===== src/rtl/raddr_channel_pkg.sv =====
// Shared types and constants for the encode-engine read-address channel.
package raddr_channel_pkg;

  typedef enum logic [1:0] {
    IDLE  = 2'd0,
    PARAM = 2'd1,
    MB    = 2'd2,
    DRAIN = 2'd3
  } state_e;

  localparam int unsigned PARAM_BYTES    = 128;
  localparam int unsigned MB_BYTES       = 384;
  localparam logic [7:0]  MB_ARLEN       = 8'd2;
  localparam logic [2:0]  AXI_SIZE_128B  = 3'b111;
  localparam logic [1:0]  AXI_BURST_INCR = 2'b01;

endpackage


===== src/rtl/raddr_channel_credit_cnt.sv =====
// Outstanding-burst counter: +1 per AR handshake, -1 per rlast handshake,
// never below zero. Also reports whether the next value will be zero.
module raddr_credit_cnt #(
  parameter int MAX_OUTSTANDING = 8
) (
  input  logic       clk,
  input  logic       rst_n,
  input  logic       inc_i,
  input  logic       dec_i,
  output logic [3:0] cnt_o,
  output logic       full_o,
  output logic       zero_next_o
);

  logic [3:0] cnt_q, cnt_d;
  logic       dec_ok;

  always_comb begin
    dec_ok = dec_i && (cnt_q != 4'd0);
    cnt_d  = cnt_q;
    if (inc_i && !dec_ok) begin
      cnt_d = cnt_q + 4'd1;
    end else if (!inc_i && dec_ok) begin
      cnt_d = cnt_q - 4'd1;
    end
  end

  always_ff @(posedge clk or negedge rst_n) begin
    if (!rst_n) begin
      cnt_q <= 4'd0;
    end else begin
      cnt_q <= cnt_d;
    end
  end

  assign cnt_o       = cnt_q;
  assign full_o      = (cnt_q >= 4'(MAX_OUTSTANDING));
  assign zero_next_o = (cnt_d == 4'd0);

endmodule


===== src/rtl/raddr_channel.sv =====
// AXI read-address generator: one param read, then a 3-beat burst per macroblock.
// Optional stall counter output enabled by `define RADDR_PERF_CNT_EN.
module raddr_channel
  import raddr_channel_pkg::*;
#(
  parameter int ID_WIDTH        = 2,
  parameter int MAX_OUTSTANDING = 8,
  parameter int ADDR_WIDTH      = 64
) (
  input  logic                  clk,
  input  logic                  rst_n,
  input  logic                  start_pulse,
  input  logic [ADDR_WIDTH-1:0] src_addr,
  input  logic [31:0]           mb_count,
  output logic [ADDR_WIDTH-1:0] m_axi_araddr,
  output logic [7:0]            m_axi_arlen,
  output logic [2:0]            m_axi_arsize,
  output logic [1:0]            m_axi_arburst,
  output logic [ID_WIDTH-1:0]   m_axi_arid,
  output logic                  m_axi_arvalid,
  input  logic                  m_axi_arready,
  input  logic                  m_axi_rvalid,
  input  logic                  m_axi_rready,
  input  logic                  m_axi_rlast,
  output logic                  busy,
  output logic                  done,
  output state_e                dbg_state,
  output logic [3:0]            dbg_outstanding
`ifdef RADDR_PERF_CNT_EN
  ,
  output logic [31:0]           stall_cycles
`endif
);

  // Handshake rule: an AR transfer happens on a clock edge where arvalid and
  // arready are both high; arvalid, araddr and arlen stay stable until then.
  state_e                state_q, state_d;
  logic [ADDR_WIDTH-1:0] addr_q, addr_d;
  logic [7:0]            len_q, len_d;
  logic [31:0]           mb_left_q, mb_left_d;
  logic                  done_q, done_d;
  logic                  arvalid;
  logic                  ar_hs, r_done;
  logic                  credit_full, zero_next;
  logic [3:0]            outstanding;

  assign ar_hs  = arvalid & m_axi_arready;
  assign r_done = m_axi_rvalid & m_axi_rready & m_axi_rlast;

  raddr_credit_cnt #(
    .MAX_OUTSTANDING(MAX_OUTSTANDING)
  ) u_credit (
    .clk        (clk),
    .rst_n      (rst_n),
    .inc_i      (ar_hs),
    .dec_i      (r_done),
    .cnt_o      (outstanding),
    .full_o     (credit_full),
    .zero_next_o(zero_next)
  );

  always_comb begin
    state_d   = state_q;
    addr_d    = addr_q;
    len_d     = len_q;
    mb_left_d = mb_left_q;
    done_d    = 1'b0;
    arvalid   = 1'b0;
    case (state_q)
      IDLE: begin
        if (start_pulse) begin
          addr_d    = src_addr;
          len_d     = 8'd0;
          mb_left_d = mb_count;
          state_d   = PARAM;
        end
      end
      PARAM: begin
        arvalid = 1'b1;
        if (ar_hs) begin
          addr_d  = addr_q + ADDR_WIDTH'(PARAM_BYTES);
          len_d   = MB_ARLEN;
          state_d = (mb_left_q == 32'd0) ? DRAIN : MB;
        end
      end
      MB: begin
        // The count only rises on a handshake, so a pending request can never
        // lose its credit; gating directly on the full flag holds arvalid.
        arvalid = !credit_full;
        if (ar_hs) begin
          addr_d    = addr_q + ADDR_WIDTH'(MB_BYTES);
          mb_left_d = mb_left_q - 32'd1;
          if (mb_left_q == 32'd1) begin
            state_d = DRAIN;
          end
        end
      end
      DRAIN: begin
        if (zero_next) begin
          done_d  = 1'b1;
          state_d = IDLE;
        end
      end
      default: state_d = IDLE;
    endcase
  end

  always_ff @(posedge clk or negedge rst_n) begin
    if (!rst_n) begin
      state_q   <= IDLE;
      addr_q    <= '0;
      len_q     <= 8'd0;
      mb_left_q <= 32'd0;
      done_q    <= 1'b0;
    end else begin
      state_q   <= state_d;
      addr_q    <= addr_d;
      len_q     <= len_d;
      mb_left_q <= mb_left_d;
      done_q    <= done_d;
    end
  end

`ifdef RADDR_PERF_CNT_EN
  logic [31:0] stall_q, stall_d;

  always_comb begin
    stall_d = stall_q;
    if ((state_q == IDLE) && start_pulse) begin
      stall_d = 32'd0;
    end else if ((state_q == MB) && (!arvalid || !m_axi_arready)) begin
      stall_d = stall_q + 32'd1;
    end
  end

  always_ff @(posedge clk or negedge rst_n) begin
    if (!rst_n) begin
      stall_q <= 32'd0;
    end else begin
      stall_q <= stall_d;
    end
  end

  assign stall_cycles = stall_q;
`endif

  assign m_axi_araddr    = addr_q;
  assign m_axi_arlen     = len_q;
  assign m_axi_arsize    = AXI_SIZE_128B;
  assign m_axi_arburst   = AXI_BURST_INCR;
  assign m_axi_arid      = '0;
  assign m_axi_arvalid   = arvalid;
  assign busy            = (state_q != IDLE);
  assign done            = done_q;
  assign dbg_state       = state_q;
  assign dbg_outstanding = outstanding;

endmodule


===== config.mk =====
export PLATFORM = sky130hd
export DESIGN_NAME = raddr_channel
export DESIGN_NICKNAME = d
export VERILOG_FILES = /design/src/rtl/raddr_channel_pkg.sv /design/src/rtl/raddr_channel_credit_cnt.sv /design/src/rtl/raddr_channel.sv
export SDC_FILE = /design/constraint.sdc
export NUM_CORES = 1
export LEC_CHECK = 0
export CAP_MARGIN = 15
export CORE_ASPECT_RATIO = 0.75
export CORE_MARGIN = 5
export CORE_UTILIZATION = 45
export DETAILED_ROUTE_END_ITERATION = 16
export GPL_ROUTABILITY_DRIVEN = 1
export GPL_TIMING_DRIVEN = 0
export HOLD_SLACK_MARGIN = 0.12
export PLACE_DENSITY = 0.77
export SYNTH_ARGS = -nofsm -noshare
export SYNTH_HDL_FRONTEND = slang
export SYNTH_SLANG_ARGS = --single-unit

===== constraint.sdc =====
create_clock -name clk -period 3.3 [get_ports clk]
set_clock_uncertainty 0.05 [all_clocks]
set_input_delay 0.33 -clock clk [delete_from_list [all_inputs] [get_ports clk]]
set_output_delay 0.33 -clock clk [all_outputs]
set_load 0.02 [all_outputs]

After elaboration in Yosys (flattened, before gate mapping)
Cells that the tools add are included.
{ "word_totals": {"romBits": 0, "register_bits": 111, "n_memories": 0, "latch_bits": 0, "ram_bits": 0, "wordCells": 64} }
{ "op_classes": {"n_lt_le_gt_ge": 1, "mul": 0, "div_mod_pow": 0, "reduce_logical": 18, "n_shift": 0, "n_bitwise": 3, "muxes": 22, "addsub": 5, "n_eq_ne": 9} }
{ "ops": {"columns": ["op", "count"], "rows": [
  ["2-to-1 mux 64 bit", 3],
  ["one-hot mux 64 bit (3 select lines)", 1],
  ["adder 64 x 8 -> 64 bit (second input constant)", 1],
  ["adder 64 x 9 -> 64 bit (second input constant)", 1],
  ["2-to-1 mux 32 bit", 2],
  ["one-hot mux 32 bit (2 select lines)", 1],
  ["equality test 32 x 1 -> 1 bit (second input constant)", 1],
  ["zero test 32 bit", 1],
  ["subtractor 32 x 1 -> 32 bit (second input constant)", 1],
  ["2-to-1 mux 8 bit", 2],
  ["one-hot mux 8 bit (2 select lines)", 1],
  ["2-to-1 mux 2 bit", 5],
  ["2-to-1 mux 4 bit", 2],
  ["one-hot mux 2 bit (4 select lines)", 1],
  ["inequality test 2 x 1 -> 1 bit (second input constant)", 3],
  ["AND reduction 3 bit", 2],
  ["nonzero test 2 bit", 3],
  ["AND reduction 5 bit", 1],
  ["adder 4 x 1 -> 4 bit (second input constant)", 1],
  ["equality test 2 bit (second input constant)", 2],
  [">= comparator 4 bit (second input constant)", 1],
  ["zero test 4 bit", 1],
  ["inequality test 2 bit (second input constant)", 2],
  ["AND reduction 4 bit", 1],
  ["other kinds (10)", 18]
]} }

Longest topological paths before layout
{ "logic_depth": {"word_depth": 11, "depth_mapped": 11, "mapped_depth_nobuf": 10} }

Cells and area by module
From an unflattened synthesis, not the netlist that was laid out.
{ "hier_totals": {"hier_cells": 860, "area_unflattened_um2": 6995.5} }
{ "by_module_without_submodules": {"columns": ["module", "area_each_um2", "seq_area_each_um2", "n_inst", "cells_each"], "rows": [
  ["raddr_channel", 6637.6, 2502.4, 1, 821],
  ["raddr_credit_cnt", 357.8, 100.1, 1, 39]
]} }

Worst setup path before layout
OpenSTA, ideal clock, no wires.
{ "synth_timing": {"kind": "reg-to-reg", "start": "reg state_q[0] (netlist: dbg_state[0])", "end": "reg state_q[0] (netlist: dbg_state[0])", "arrival_time_ns": 2.616, "stages_incl_launch_ff": 10, "t_required_ns": 3.156, "setup_slack_ns": 0.540, "cell_sequence": "dfrtp_1 -> inv_1 -> ha_1 -> and2_1 -> o21ai_2 -> maj3_2 -> a22o_1 -> or4_4 -> a21o_1 -> a211oi_1"} }
{ "synth_between": {"elab_chain_cells": 10} }
{ "synth_rtl": {"columns": ["element", "line", "rtl"], "rows": [
  ["start, declared", "raddr_channel.sv:37", "state_e state_q, state_d;"],
  ["start signal, assigned", "raddr_channel.sv:116", "state_q <= state_d;"],
  ["equality test 2 bit / equality test 2 x 1 -> 1 bit (equally long branches)", "raddr_channel.sv:69", "case (state_q)"],
  ["one-hot mux 1 bit (2 select lines) *", "raddr_channel.sv:69", null],
  ["bitwise AND 1 bit *", "raddr_channel.sv:47", "assign ar_hs = arvalid & m_axi_arready;"],
  ["zero test 1 bit", "raddr_channel_credit_cnt.sv:23", "end else if (!inc_i && dec_ok) begin"],
  ["logical AND 1 bit", "raddr_channel_credit_cnt.sv:23", null],
  ["2-to-1 mux 4 bit", "raddr_channel_credit_cnt.sv:23", null],
  ["2-to-1 mux 4 bit *", "raddr_channel_credit_cnt.sv:21", "if (inc_i && !dec_ok) begin"],
  ["net u_credit.cnt_d[1]", "raddr_channel_credit_cnt.sv:15", "logic [3:0] cnt_q, cnt_d;"],
  ["zero test 4 bit *", "raddr_channel_credit_cnt.sv:38", "assign zero_next_o = (cnt_d == 4'd0);"],
  ["inequality test 2 x 1 -> 1 bit (no line) *", null, null],
  ["AND reduction 5 bit (no line) *", null, null]
]} }
Mark *: on every way through the listed nets, which the timed path passes. The rest lies on a longest branch.
A chain may end at the register's enable or synchronous reset.

Worst setup path in the final report
{ "layout_timing": {"start": "reg state_q[0] (netlist: dbg_state[0])", "end": "reg addr_q[36] (netlist: m_axi_araddr[36])"} }
{ "layout_between": {"elab_chain_cells": 5} }
{ "layout_rtl": {"columns": ["element", "line", "rtl"], "rows": [
  ["equality test 2 bit / equality test 2 x 1 -> 1 bit (equally long branches)", "raddr_channel.sv:69", null],
  ["one-hot mux 1 bit (2 select lines)", "raddr_channel.sv:69", null],
  ["bitwise AND 1 bit", "raddr_channel.sv:47", null],
  ["inequality test 2 x 1 -> 1 bit (no line)", null, null],
  ["AND reduction 4 bit (no line)", null, null],
  ["end signal, assigned", "raddr_channel.sv:117", "addr_q <= addr_d;"],
  ["end, declared", "raddr_channel.sv:38", "logic [ADDR_WIDTH-1:0] addr_q, addr_d;"]
]} }
Parallel ways exist; a longest one is shown, timed or not.

==> impl_metrics.tcl <==
set metrics [dict create \
    finalHoldViolCount 0 \
    final-max-slew-violation-count 0 \
    io_buffers 176 \
    startpoint_type "flip-flop" \
    p_clk_frac 0.108 \
    grt_pass1_vias 6871 \
    ys.flop_type "dfrtp_1" \
    syn_inst 834 \
    die_h_um 114 \
    grt_pass1_wl_um 36800 \
    grtUsageTotal 0.270 \
    slowest_delay_ns 0.72 \
    dp_hpwl_um 17600 \
    drt-vias-per-instance 5.99 \
    r2r_cells 11 \
    ys_top_cells_by_area "dfrtp_1 (40%), a21oi_1 (9.9%), nand2_1 (6.4%), o21ai_0 (5.8%), nor2_1 (4.1%)" \
    path_cells "inv_1 -> ha_1 -> ha_1 -> a21o_1 -> nand4_1 -> buf_4 -> nor4_1 -> nand3_1 -> a21oi_1 -> nor2_1 -> a21oi_1" \
    diodes 0 \
    drive_above_1_share 0.0547 \
    max_freq_ghz 0.315 \
    syn_to_final_growth_pct 37.5 \
    cts_tree "built" \
    finalSetupViolations 0 \
    cts.clk_slew.worst_paths_ns 0.08 \
    cts_root_buf "clkbuf_16" \
    worst-setup-path-type "flip-flop to flip-flop" \
    io_pins 191 \
    syn_avg_cell_area_um2 7.84 \
    powerDensity_mw_per_mm2 1160 \
    ys_ff_latch 104 \
    num_vias 7439 \
    nFillCells 1318 \
    min_path_cells 2 \
    cp_slowest_cell "nor4_1" \
    internal_power_uw 5000 \
    htreeDepth 3 \
    holdCritPathClass "flip-flop to flip-flop" \
    synth_edf_count 0 \
    fin_util 0.626 \
    detail_route.wl_per_cell_um 19.1 \
    grt_setup_unrepaired "false" \
    multi_input_area_mm2 0.00365 \
    slew_headroom 0.358 \
    rows 38 \
    antenna_found_initial 0 \
    tightest_slew_ns 0.954 \
    antenna_left 0 \
    die-area_mm2 0.0171 \
    status "finished clean" \
    finalNonFillerCells 1242 \
    drv_cap 0 \
    pwr-share-seq 0.259 \
    synth-seq-area-share 0.398 \
    synth_area_mm2 0.00654 \
    p_switching_uw 5430 \
    cts_buffers 9 \
    pwr-share-comb 0.633 \
    drc 0 \
    grt_overflow 0 \
    holdWs_ns 0.433 \
    drtIter0Drc 934 \
    cts.sinks 104 \
    finalCritPeriodShare 0.961 \
    p_sw_frac 0.520 \
    final_nets 1152 \
    p_leak_uw 0.00346 \
    seqCellArea_mm2 0.00260 \
    synthArstFlopShare 1.00 \
    wl_um 23700 \
    cp_max_fo 6 \
    gp_congestion 0.924 \
    yosysTopAreaCellShare 0.398 \
    die_x_um 149 \
    yosysTopAreaCell "dfrtp_1" \
    start_util 0.455 \
    tns_ns 0 \
    clock_latency_ns 0.35 \
    ys_types 59 \
    yosysWarnings 0 \
    critPathArrivalTime_ns 3.40 \
    fin_crit_ns 3.17 \
    irDropWorstVdd_mv 0.556 \
    required_ns 3.53 \
    dp.cells 1223 \
    max-clock-path-buffers 2 \
    grt_max_degree 58 \
    drt-pass1-iter-count 7 \
    cp-end-kind "flip-flop" \
    core_area_mm2 0.0144 \
]
layout make-up:
cell class                 instances  area share
buffer                            61      0.0323
multi-input combinational        661       0.406
inverter                          20     0.00863
clock inverter                     7     0.00891
timing repair buffer             180       0.202
sequential                       104       0.290
clock buffer                       9      0.0251
tap                              200      0.0278
cell usage after synthesis, drive strengths merged, types with 2 or more instances:
cell type    n
a211o        2
a211oi       4
a21o         3
a21oi      131
a22o         3
a22oi        3
a2bb2oi     16
a31oi        7
and2         5
and3        12
and4         3
buf         26
clkbuf      35
conb         2
dfrtp      104
ha          11
inv         19
mux2i        8
nand2      111
nand2b       7
nand3       47
nand4       15
nor2        71
nor2b        2
nor3        19
nor4        12
o211ai       2
o21a         8
o21ai       78
o22a         6
o22ai       34
o311ai       4
o31ai        2
o32ai        3
or3          3
or4          3
xnor2        2
cells in the final DEF (no fill, tap or decap), types with 14 or more instances in the layout:
cell type	synthesis	layout
nor3_1	17	15
conb_1	2	14
nand2_1	111	110
nor2_1	71	71
dfrtp_1	104	104
nand4_1	15	15
o22ai_1	34	34
clkbuf_1	35	32
o21ai_0	76	76
buf_4	14	17
a2bb2oi_1	16	16
nand3_1	47	47
inv_1	19	19
clkdlybuf4s50_1	0	175
a21oi_1	129	129
repair_timing:
action,CTS,global route
gates resized for setup,2,13
setup endpoints to repair,5,40
endpoints found under the hold margin,47,0
pin swaps,0,2
setup buffers,0,2
hold buffers,1,0
routing by layer:
metal,routed length [µm],up-vias,share of wire,track usage
li1,-,3421,-,-
met1,10800,3527,0.45,0.416
met2,9900,454,0.42,0.378
met3,2740,37,0.12,0.0732
met4,335,0,0.014,0.0573
met5,0,-,0,0
cells by family after synthesis:
logic type | synth area share
AOI/OAI and AO/OA | 0.275
xor gates and xnor gates | 0.00402
adders and majority gates | 0.0258
buffers and inverters | 0.0551
DFF | 0.398
muxes | 0.0122
other | 0.00115
and+or+nand+nor | 0.228
sequential cells by signal, indices dropped and copies added, names as in the netlist:
name,cells
u_credit.cnt_o,4
m_axi_arlen,1
done,1
dbg_state,2
m_axi_araddr,64
mb_left_q,32
through the flow:
step           power, µW  area, µm²  worst slack (ns)
3_5_place_dp        9100       8620           -0.0285
3_3_place_gp        8980       8590             -2.39
6_report           10400       8990             0.130
4_1_cts            10300       8940           0.00617
5_1_grt            11100       8990            0.0152
2_1_floorplan       6590       6580             0.540
final timing paths:
path | from | endpoint | slack, ns
max in group asynchronous | rst_n | m_axi_araddr[13]$_DFFE_PN0P_ | 1.95
min in group asynchronous | rst_n | m_axi_araddr[4]$_DFFE_PN0P_ | 0.52
max | dbg_state[0]$_DFFE_PN0P_ | m_axi_araddr[36]$_DFFE_PN0P_ | 0.13
min reg2reg | m_axi_araddr[4]$_DFFE_PN0P_ | m_axi_araddr[4]$_DFFE_PN0P_ | 0.43
max reg2reg | dbg_state[0]$_DFFE_PN0P_ | m_axi_araddr[36]$_DFFE_PN0P_ | 0.13
min | m_axi_araddr[4]$_DFFE_PN0P_ | m_axi_araddr[4]$_DFFE_PN0P_ | 0.43
power by group through the flow:
stage          Clock, µW  Combinational (µW)  Sequential, µW
4_1_cts             1140                6440            2670
3_5_place_dp           0                6420            2690
5_1_grt             1190                7130            2810
2_1_floorplan          0                3570            3020
6_report            1120                6600            2710
3_3_place_gp           0                6310            2670
critical path, delay by kind of cell, from the launching register on:
family | cells | cell delay [ns]
adders and majority gates | 2 | 0.65
DFF | 1 | 0.47
buffers and inverters | 2 | 0.35
AOI/OAI and AO/OA | 3 | 0.46
and+or+nand+nor | 4 | 1.12
(Power assumes the default switching activity.)
